==> config.mk <==
export PLATFORM = sky130hd
export DESIGN_NAME = ring_stop
export DESIGN_NICKNAME = d
export VERILOG_FILES = /design/src/rtl/ring_stop_pkg.sv /design/src/rtl/ring_stop_fifo.sv /design/src/rtl/ring_stop.sv
export SDC_FILE = /design/constraint.sdc
export NUM_CORES = 1
export LEC_CHECK = 0
export BUFFER_PORTS_ARGS = -buffer_cell sky130_fd_sc_hd__buf_2
export CAP_MARGIN = 20
export CORE_MARGIN = 2
export CORE_UTILIZATION = 55
export CTS_CLUSTER_DIAMETER = 100
export DETAILED_ROUTE_END_ITERATION = 8
export GPL_TIMING_DRIVEN = 1
export PLACE_DENSITY = 0.76
export SLEW_MARGIN = 20
export SYNTH_ARGS = -nofsm -noshare
export SYNTH_HDL_FRONTEND = slang
export SYNTH_SLANG_ARGS = --single-unit
==> constraint.sdc <==
create_clock -name clk -period 4.7 [get_ports clk]
set_input_delay 0.705 -clock clk [delete_from_list [all_inputs] [get_ports clk]]
set_output_delay 0.705 -clock clk [all_outputs]
set_load 0.05 [all_outputs]
==> src/rtl/ring_stop_pkg.sv <==
// ring_stop shared packages: bank-index parameters, packet types and
// the routing helpers used by the ring stop top.
package ring_stop_params_pkg;
    localparam int NUM_BANKS = 8;
    localparam int BANK_W    = $clog2(NUM_BANKS);
endpackage

package ring_stop_pkg;
    import ring_stop_params_pkg::*;

    typedef enum logic [1:0] {
        CTRL_DATA,
        CTRL_REQ,
        CTRL_RSP,
        CTRL_DONE
    } ctrl_e;

    typedef struct packed {
        logic [BANK_W-1:0] x;
        logic [BANK_W-1:0] y;
        logic [BANK_W-1:0] z;
    } addr_t;

    typedef struct packed {
        ctrl_e       ctrl;
        addr_t       addr;
        logic [31:0] data;
    } pkt_t;

    // Output register selector; value 3 is never produced.
    typedef enum logic [1:0] {
        DST_RING,
        DST_EJECT,
        DST_DONE
    } dst_e;

    typedef enum logic {
        ST_NORMAL,
        ST_STARVED
    } starve_e;

    function automatic dst_e route_ring(input pkt_t p,
                                        input logic [BANK_W-1:0] id);
        return (p.addr.y == id) ? DST_EJECT : DST_RING;
    endfunction

    // DONE packets leave on the done channel whatever their address.
    function automatic dst_e route_inj(input pkt_t p,
                                       input logic [BANK_W-1:0] id);
        if (p.ctrl == CTRL_DONE) return DST_DONE;
        return route_ring(p, id);
    endfunction
endpackage

==> src/rtl/ring_stop_fifo.sv <==
// sync_fifo: power-of-2 depth FIFO with registered full/empty flags.
// Ports: clk, rst (async active-low), push_i/data_i, pop_i, data_o
// (head, valid when !empty_o), full_o, empty_o.
module sync_fifo #(
    parameter int  DEPTH = 4,
    parameter type T     = logic [7:0]
) (
    input  logic clk,
    input  logic rst,
    input  logic push_i,
    input  T     data_i,
    input  logic pop_i,
    output T     data_o,
    output logic full_o,
    output logic empty_o
);
    localparam int AW = $clog2(DEPTH);

    T              mem_q [DEPTH];
    logic [AW-1:0] wr_q, wr_d;
    logic [AW-1:0] rd_q, rd_d;
    logic [AW:0]   cnt_q, cnt_d;
    logic          full_q, full_d;
    logic          empty_q, empty_d;
    logic          do_push, do_pop;

    assign do_push = push_i && !full_q;
    assign do_pop  = pop_i && !empty_q;

    always_comb begin
        wr_d    = do_push ? wr_q + AW'(1) : wr_q;
        rd_d    = do_pop ? rd_q + AW'(1) : rd_q;
        cnt_d   = cnt_q + (AW+1)'(do_push) - (AW+1)'(do_pop);
        full_d  = (cnt_d == (AW+1)'(DEPTH));
        empty_d = (cnt_d == '0);
    end

    always_ff @(posedge clk or negedge rst) begin
        if (!rst) begin
            wr_q    <= '0;
            rd_q    <= '0;
            cnt_q   <= '0;
            full_q  <= 1'b0;
            empty_q <= 1'b1;
        end else begin
            wr_q    <= wr_d;
            rd_q    <= rd_d;
            cnt_q   <= cnt_d;
            full_q  <= full_d;
            empty_q <= empty_d;
        end
    end

    // Storage needs no reset: the head is only consumed when !empty.
    always_ff @(posedge clk) begin
        if (do_push) mem_q[wr_q] <= data_i;
    end

    assign data_o  = mem_q[rd_q];
    assign full_o  = full_q;
    assign empty_o = empty_q;
endmodule

==> src/rtl/ring_stop.sv <==
// ring_stop: per-bank stop on the unidirectional packet ring. Ejects
// packets for this bank, injects bank packets (loopback when local),
// and diverts CTRL_DONE packets to the done channel.
// Ports: ring_* (upstream in / downstream out), bank_* (bank router
// side), done_* (completion collector). clk, rst (async active-low).
// Optional: RING_STOP_STATS_EN adds 32-bit stat_ejected,
// stat_forwarded, stat_injected and stat_starve counters.
module ring_stop
    import ring_stop_params_pkg::*;
    import ring_stop_pkg::*;
#(
    parameter int BANK_ID      = 0,
    parameter int RING_DEPTH   = 4,
    parameter int INJ_DEPTH    = 4,
    parameter int STARVE_LIMIT = 8
) (
    input  logic        clk,
    input  logic        rst,
    input  logic        ring_valid_in,
    output logic        ring_ready_in,
    input  pkt_t        ring_in_pkt,
    output logic        ring_valid_out,
    input  logic        ring_ready_out,
    output pkt_t        ring_out_pkt,
    input  logic        bank_valid_in,
    output logic        bank_ready_in,
    input  pkt_t        bank_in_pkt,
    output logic        bank_valid_out,
    input  logic        bank_ready_out,
    output pkt_t        bank_out_pkt,
`ifdef RING_STOP_STATS_EN
    output logic [31:0] stat_ejected,
    output logic [31:0] stat_forwarded,
    output logic [31:0] stat_injected,
    output logic [31:0] stat_starve,
`endif
    output logic        done_valid,
    input  logic        done_ready,
    output pkt_t        done_pkt
);
    localparam logic [BANK_W-1:0] MY_Y = BANK_W'(BANK_ID);
    localparam int CW = $clog2(STARVE_LIMIT + 1);

    logic          up_q;
    pkt_t          ring_head, inj_head;
    logic          ring_full, ring_empty;
    logic          inj_full, inj_empty;
    logic          ring_push, inj_push;
    dst_e          ring_dst, inj_dst;
    logic [3:0]    free;
    logic          conflict, ring_go, inj_go, inj_lost;

    logic          rvld_q, rvld_d;
    pkt_t          rpkt_q, rpkt_d;
    logic          evld_q, evld_d;
    pkt_t          epkt_q, epkt_d;
    logic          dvld_q, dvld_d;
    pkt_t          dpkt_q, dpkt_d;

    starve_e       st_q, st_d;
    logic [CW-1:0] cnt_q, cnt_d;

    // Readies stay low until the first edge after reset release.
    always_ff @(posedge clk or negedge rst) begin
        if (!rst) up_q <= 1'b0;
        else      up_q <= 1'b1;
    end

    assign ring_ready_in = up_q && !ring_full;
    assign bank_ready_in = up_q && !inj_full;
    assign ring_push     = ring_valid_in && ring_ready_in;
    assign inj_push      = bank_valid_in && bank_ready_in;

    sync_fifo #(.DEPTH(RING_DEPTH), .T(pkt_t)) u_ring_fifo (
        .clk     (clk),
        .rst     (rst),
        .push_i  (ring_push),
        .data_i  (ring_in_pkt),
        .pop_i   (ring_go),
        .data_o  (ring_head),
        .full_o  (ring_full),
        .empty_o (ring_empty)
    );

    sync_fifo #(.DEPTH(INJ_DEPTH), .T(pkt_t)) u_inj_fifo (
        .clk     (clk),
        .rst     (rst),
        .push_i  (inj_push),
        .data_i  (bank_in_pkt),
        .pop_i   (inj_go),
        .data_o  (inj_head),
        .full_o  (inj_full),
        .empty_o (inj_empty)
    );

    assign ring_dst = route_ring(ring_head, MY_Y);
    assign inj_dst  = route_inj(inj_head, MY_Y);

    // A register is free when empty or draining this cycle.
    assign free = {1'b0,
                   !dvld_q || done_ready,
                   !evld_q || bank_ready_out,
                   !rvld_q || ring_ready_out};

    assign conflict = !ring_empty && !inj_empty && (ring_dst == inj_dst);
    assign ring_go  = !ring_empty && free[ring_dst]
                   && !(conflict && st_q == ST_STARVED);
    assign inj_go   = !inj_empty && free[inj_dst]
                   && !(conflict && st_q == ST_NORMAL);
    // Only a conflict the ring head actually wins counts as a loss.
    assign inj_lost = conflict && st_q == ST_NORMAL && free[inj_dst];

    always_comb begin
        rvld_d = rvld_q;
        rpkt_d = rpkt_q;
        evld_d = evld_q;
        epkt_d = epkt_q;
        dvld_d = dvld_q;
        dpkt_d = dpkt_q;

        if (ring_go && ring_dst == DST_RING) begin
            rvld_d = 1'b1;
            rpkt_d = ring_head;
        end else if (inj_go && inj_dst == DST_RING) begin
            rvld_d = 1'b1;
            rpkt_d = inj_head;
        end else if (ring_ready_out) begin
            rvld_d = 1'b0;
        end

        if (ring_go && ring_dst == DST_EJECT) begin
            evld_d = 1'b1;
            epkt_d = ring_head;
        end else if (inj_go && inj_dst == DST_EJECT) begin
            evld_d = 1'b1;
            epkt_d = inj_head;
        end else if (bank_ready_out) begin
            evld_d = 1'b0;
        end

        if (inj_go && inj_dst == DST_DONE) begin
            dvld_d = 1'b1;
            dpkt_d = inj_head;
        end else if (done_ready) begin
            dvld_d = 1'b0;
        end
    end

    always_comb begin
        st_d  = st_q;
        cnt_d = cnt_q;
        unique case (st_q)
            ST_NORMAL: begin
                if (inj_go || inj_empty) cnt_d = '0;
                else if (inj_lost)       cnt_d = cnt_q + CW'(1);
                if (cnt_d == CW'(STARVE_LIMIT)) st_d = ST_STARVED;
            end
            ST_STARVED: begin
                if (inj_go || inj_empty) begin
                    st_d  = ST_NORMAL;
                    cnt_d = '0;
                end
            end
        endcase
    end

    always_ff @(posedge clk or negedge rst) begin
        if (!rst) begin
            rvld_q <= 1'b0;
            rpkt_q <= '0;
            evld_q <= 1'b0;
            epkt_q <= '0;
            dvld_q <= 1'b0;
            dpkt_q <= '0;
            st_q   <= ST_NORMAL;
            cnt_q  <= '0;
        end else begin
            rvld_q <= rvld_d;
            rpkt_q <= rpkt_d;
            evld_q <= evld_d;
            epkt_q <= epkt_d;
            dvld_q <= dvld_d;
            dpkt_q <= dpkt_d;
            st_q   <= st_d;
            cnt_q  <= cnt_d;
        end
    end

    assign ring_valid_out = rvld_q;
    assign ring_out_pkt   = rpkt_q;
    assign bank_valid_out = evld_q;
    assign bank_out_pkt   = epkt_q;
    assign done_valid     = dvld_q;
    assign done_pkt       = dpkt_q;

`ifdef RING_STOP_STATS_EN
    logic [31:0] ej_q, fw_q, in_q, sv_q;

    always_ff @(posedge clk or negedge rst) begin
        if (!rst) begin
            ej_q <= '0;
            fw_q <= '0;
            in_q <= '0;
            sv_q <= '0;
        end else begin
            if (evld_q && bank_ready_out) ej_q <= ej_q + 32'd1;
            if (rvld_q && ring_ready_out) fw_q <= fw_q + 32'd1;
            if (inj_push)                 in_q <= in_q + 32'd1;
            if (st_q == ST_NORMAL && st_d == ST_STARVED)
                sv_q <= sv_q + 32'd1;
        end
    end

    assign stat_ejected   = ej_q;
    assign stat_forwarded = fw_q;
    assign stat_injected  = in_q;
    assign stat_starve    = sv_q;
`endif
endmodule

==> out/results.tsv, run 1 <==
metric	value	unit
antenna_found_initial	12	
drv_slew	0	
htreeDepth	2	
yosysSeqAreaShare	74.1	%
gr-total-overflow	0	
io_buffers	226	
cts.root.buffer_cell	clkbuf_16	
cts_setup_buffers	0	
reg2reg_slack	0.69	ns
min_path_type	input port to asynchronous set/reset pin	
setup_ws	0.688	ns
synth_top_area_share	53.8	%
utilization	65.5	%
drt_pass1_iterations	5	
path_max_fanout	17	
core	34500	sq um
synthArstFlopShare	31.2	%
maxCapViolations	0	
clk_latency	0.57	ns
routed_wl	44000	microns
avgSynthCellArea	18.3	sq um
fin_crit	4.01	ns
clock_path_buffers	3	
io_pins	227	
grt_max_degree	84	
chipHeight	191	microns
holdWs	0.198	ns
slew_headroom	30.6	%
final_antenna_net_count	0	
timing.rr.start	u_inj_fifo.rd_q[0]	
syn_to_final_growth	17.4	%
max_freq	249	MHz
reg2reg_depth	11	
gp_congestion	0.819	
endpoint_kind	flop	
cp-startpoint	u_inj_fifo.rd_q[0]	
peakVddDrop	0.499	mV
dieArea	36500	sq um
status	completed	
cts_resized	0	
ys.flop_type	edfxtp_1	
yosys-top-cells-count	344 x edfxtp_1, 154 x dfrtp_1, 86 x mux4_2	
timing.rr.end	u_inj_fifo.full_o	
cts.sinks	500	
die_x	191	microns
p_per_area	753	nW/um^2
ys_types	52	
final_nets	1404	
dr.first_iter.drc_count	845	
synth_area_leaders	edfxtp_1 54%, dfrtp_1 20%, mux4_2 10%, mux2_2 2.4%, a22o_1 2.1%	
tritoncts	done	
vias_per_cell	5.94	
synth.largest_area_cell	edfxtp_1	
cts_hold_buf	0	
rows	68	
dp_hpwl	27400	microns
drt-wirelength-per-cell	24.5	microns
startpoint_type	flop	
clock_skew	0.0229	ns
nFillCells	2371	
yosys_warnings	0	
tightest_slew	1.04	ns
remaining_drc_errors	0	
vias	10700	
layout-drive-gt1-share	35.5	%
setup_viol	0	
synth_most_common_cell	edfxtp_1	
finalSetupTns	0	ns
fin_crit_sh	85.4	%
syn_inst	1050	
cp.required	5.16	ns
grt.total_usage	24.7	%
hold_violations	0	
synth_fp_nets	1158	
grt_pass1_wl	66100	microns
worstPathArrival	4.47	ns
dp_slack	0.703	ns
power_leakage	8.85	nW
grt_pass1_vias	11100	
start_util	55.8	%
setup.worst_path.class	flop to flop	
synth_edf_count	344	
synth_seq_cells	500	
path_clk_slew	0.06	ns
synthesis.area	19200	sq um
rsz0062_at_grt	false	
numCtsBuffers	49	
report_power, final:
group | switching (mW) | leakage [nW] | internal [mW] | total (mW)
Sequential | 0.545 | 4.98 | 5.71 | 6.26
Clock | 1.61 | 0.780 | 2.30 | 3.92
Combinational | 4.55 | 3.10 | 2.25 | 6.81
sequential cells by signal, summed over array words and instances, names as in the netlist, 3 cells and up:
register,count
u_inj_fifo.mem_q,172
u_ring_fifo.mem_q,172
bank_out_pkt,43
done_pkt,43
ring_out_pkt,43
cnt_q,4
u_inj_fifo.cnt_q,3
u_ring_fifo.cnt_q,3
worst max path at each step:
stage / endpoint / depth (start not counted)
3_5_place_dp: u_inj_fifo.full_o / 11
4_1_cts: u_inj_fifo.full_o / 11
2_1_floorplan: u_inj_fifo.full_o / 12
5_1_grt: u_inj_fifo.full_o / 11
3_3_place_gp: u_inj_fifo.full_o / 11
6_report: u_inj_fifo.full_o / 11
cell families (layout without fill, tap and decap cells):
family	count (synthesis)	in the layout	share of synthesized area (%)
AO/OA/AOI/OAI	186	186	6.66
XOR/XNOR	14	14	0.677
adder cells (fa/ha/maj)	15	15	1.05
buffers and inverters	68	354	1.56
flip-flops	500	500	74.1
multiplexers	128	128	12.5
other	1	8	0.0195
AND/OR/NAND/NOR	138	138	3.42
placed cells by master, fill, tap and decap left out, drive strengths merged, types with 44 or more instances in the layout:
cell type	Yosys	final
a21o	45	45
nor2	44	44
edfxtp	344	344
nand2	48	48
mux4	86	86
a21oi	77	77
a22o	45	45
buf	23	249
dfrtp	154	154
clkbuf	31	70
layout make-up:
class | count | area, sq um | share of cell area (%)
Multi-Input combinational cell | 482 | 4720 | 20.9
Clock buffer | 70 | 1370 | 6.06
Timing Repair Buffer | 249 | 1340 | 5.92
Tap cell | 455 | 569 | 2.52
Antenna cell | 7 | 17.5 | 0.0776
Sequential cell | 500 | 14200 | 63.1
Clock inverter | 21 | 251 | 1.11
Inverter | 14 | 52.6 | 0.233
layer usage:
metal	global-route usage [%]	wire length, microns	vias up
met3	5.42	3100	97
met5	0	56	-
met2	42.0	22500	434
li1	-	-	4605
met4	8.29	1200	10
met1	31.6	17200	5530
metrics by stage:
stage,cells,power [mW],instance area [sq um]
floorplan,1050,11.3,19200
global route,1795,17.8,22600
CTS,1791,17.1,22500
detailed placement,1700,13.1,20900
finish,1798,17.0,22600
global placement,1700,13.0,20900
worst max-delay path: stages, from the launching register on:
cell,delay (ns)
dfrtp_4,0.65
mux4_2,0.63
or3_4,0.43
xnor2_2,0.22
o21ai_0,0.44
nor2_1,0.14
ha_1,0.31
inv_1,0.04
ha_1,0.19
fa_1,0.41
xnor2_1,0.23
nor3b_1,0.22
(Power assumes the default switching activity.)
==> run 2: changes to the inputs <==
--- a/config.mk
+++ b/config.mk
@@ -7,12 +7,14 @@
 export LEC_CHECK = 0
 export BUFFER_PORTS_ARGS = -buffer_cell sky130_fd_sc_hd__buf_2
 export CAP_MARGIN = 20
+export CELL_PAD_IN_SITES_DETAIL_PLACEMENT = 0
+export CELL_PAD_IN_SITES_GLOBAL_PLACEMENT = 1
 export CORE_MARGIN = 2
-export CORE_UTILIZATION = 55
+export CORE_UTILIZATION = 50
 export CTS_CLUSTER_DIAMETER = 100
 export DETAILED_ROUTE_END_ITERATION = 8
 export GPL_TIMING_DRIVEN = 1
-export PLACE_DENSITY = 0.76
+export PLACE_DENSITY_LB_ADDON = 0.1
 export SLEW_MARGIN = 20
 export SYNTH_ARGS = -nofsm -noshare
 export SYNTH_HDL_FRONTEND = slang
==> run 2 against run 1 <==
  * Global-route usage down 1.1 points
  * Setup slack better by 0.19 ns
  * Utilization down 5.3 points
  * Maximum frequency up 5.0%
  * Die area up 9.8%
  * Critical path depth down 1
==> out/results.tsv, run 2 (synthesized netlist as in run 1, its figures left out) <==
metric	value	unit	change
status	completed		unchanged
nFillCells	2849		was 2,371
layout_commonest_cell	edfxtp_1		unchanged
reg.largest.list	u_inj_fifo.mem_q x172, u_ring_fifo.mem_q x172		unchanged
core	37800	sq um	was 34,500 sq um
cts_hold_buf	0		unchanged
drt_pass1_iterations	5		unchanged
vias	10400		was 10,700
cts_setup_buffers	0		unchanged
max_freq	262	MHz	was 249 MHz
final_area	22700	sq um	was 22,600 sq um
routed_wl	45800	microns	was 44,000 microns
path_max_fanout	16		was 17
endpoint_kind	flop		unchanged
drv_slew	0		unchanged
placed_cell_area	21000	sq um	was 20,900 sq um
chipHeight	200	microns	was 191 microns
crit_path_top_delay_cell	dfrtp_2		was dfrtp_4
clk_latency	0.59	ns	was 0.57 ns
syn_to_final_growth	18.3	%	was 17.4%
finalSetupTns	0	ns	unchanged
maxCapViolations	0		unchanged
startpoint_type	flop		unchanged
io_buffers	226		unchanged
start_util	50.9	%	was 55.8%
cp.required	5.19	ns	was 5.16 ns
hold_violations	0		unchanged
gr-total-overflow	0		unchanged
grt.total_usage	23.6	%	was 24.7%
fin_crit	3.82	ns	was 4.01 ns
dieArea	40000	sq um	was 36,500 sq um
cts_resized	0		unchanged
die_x	200	microns	was 191 microns
rsz0062_at_grt	false		unchanged
grt_pass1_vias	10600		was 11,100
path_clk_slew	0.06	ns	about the same
antenna_found_initial	8		was 12
crit_chain	mux4_2, nor3_1, xnor2_1, a311oi_2, ha_1, inv_1, ha_1, fa_1, xnor2_1, nor3b_1		was mux4_2, or3_4, xnor2_2, o21ai_0, nor2_1, ha_1, inv_1, ha_1, fa_1, xnor2_1, nor3b_1
slowest_delay	0.66	ns	was 0.65 ns
setup_viol	0		unchanged
peakVddDrop	0.411	mV	was 0.499 mV
cts.sinks	500		unchanged
dp_hpwl	29500	microns	was 27,400 microns
numCtsBuffers	51		was 49
slew_headroom	37.3	%	was 30.6%
dr.first_iter.drc_count	682		was 845
utilization	60.2	%	was 65.5%
io_pins	227		unchanged
fin_crit_sh	81.3	%	was 85.4%
min_path_type	input port to asynchronous set/reset pin		unchanged
worstPathArrival	4.31	ns	was 4.47 ns
vias_per_cell	5.58		was 5.94
tritoncts	done		unchanged
drt-wirelength-per-cell	24.6	microns	was 24.5 microns
final_nets	1414		was 1,404
layout-drive-gt1-share	36.5	%	was 35.5%
grt_max_degree	83		was 84
rows	71		was 68
final_antenna_net_count	0		unchanged
htreeDepth	2		unchanged
remaining_drc_errors	0		unchanged
power_leakage	8.93	nW	was 8.85 nW
final_cell_mix	344 x edfxtp_1, 225 x buf_2, 150 x dfrtp_1		unchanged
p_per_area	752	nW/um^2	was 753 nW/um^2
tightest_slew	0.940	ns	was 1.04 ns
clock_skew	0.0230	ns	was 0.0229 ns
cts.root.buffer_cell	clkbuf_16		unchanged
clock_path_buffers	3		unchanged
setup.worst_path.class	flop to flop		unchanged
gp_congestion	0.790		was 0.819
grt_pass1_wl	67600	microns	was 66,100 microns
## run 2: cell count changes in the layout (fill, tap and decap cells not counted), moves of 2 or more
cell / delta
clkbuf_16: +2
clkbuf_1: -8
clkinv_4: -2
clkinv_2: +8
clkinv_1: +3
buf_4: +8
diode_2: -4
clkinvlp_4: +2
## run 2: final timing paths
| path | start | to | slack (ns) | cells after the start |
|---|---|---|---|---|
| worst max-delay path | u_inj_fifo.rd_q[1] | u_ring_fifo.full_o | 0.88 | 10 |
| worst min-delay path | rst | done_pkt[29] | 0.21 | 1 |
| worst max register to register | u_inj_fifo.rd_q[1] | u_ring_fifo.full_o | 0.88 | 10 |
| worst min register to register | bank_out_pkt[39] | bank_out_pkt[39] | 0.47 | 1 |
| max in group asynchronous | rst | ring_out_pkt[7] | 3.42 | 2 |
| min in group clk | bank_in_pkt[41] | u_inj_fifo.mem_q[3][41] | 0.33 | 1 |
## run 2: per-layer routing
layer  track usage, %  vias up  routed length (microns)
met5                0        -                       69
met2             39.5      285                    22900
met3             4.49       66                     2760
li1                 -     4633                        -
met4             6.72       12                      813
met1             31.9     5403                    19300
## run 2: metrics by stage
step                worst slack, ns  instances  hold WS (ns)  total power [mW]
finish                        0.879       1863         0.210              17.1
CTS                           0.816       1859         0.228              17.3
floorplan                      1.32       1050         0.409              11.3
detailed placement            0.855       1763         0.452              13.3
global placement              0.928       1763         0.443              13.2
global route                  0.590       1861         0.265              18.0
## run 2: cell type report
cell class              count  area [sq um]  share of cell area [%]
clock buffers              64          1390                    6.10
multi-input cells         482          4720                    20.8
well taps                 511           639                    2.81
clock inverters            32           279                    1.23
inverters                  14          52.6                   0.231
flip-flops and latches    500         14200                    62.7
repair buffers            257          1400                    6.17
diodes                      3          7.51                  0.0330
## run 2: worst max-delay path, delay by kind of cell, from the launching register on
kind                       cells  cell delay (ns)
xor gates and xnor gates       2             0.45
muxes                          1             0.46
adders and majority gates      3             0.81
AOI/OAI and AO/OA              1             0.54
DFF                            1             0.66
and+or+nand+nor                2             0.75
buffers and inverters          1             0.04
## run 2: power breakdown
group / leakage (nW) / switching [mW] / internal (mW) / total, mW
registers: 4.98 / 0.537 / 5.71 / 6.25
logic: 3.14 / 4.58 / 2.29 / 6.87
clock network: 0.813 / 1.68 / 2.31 / 3.99
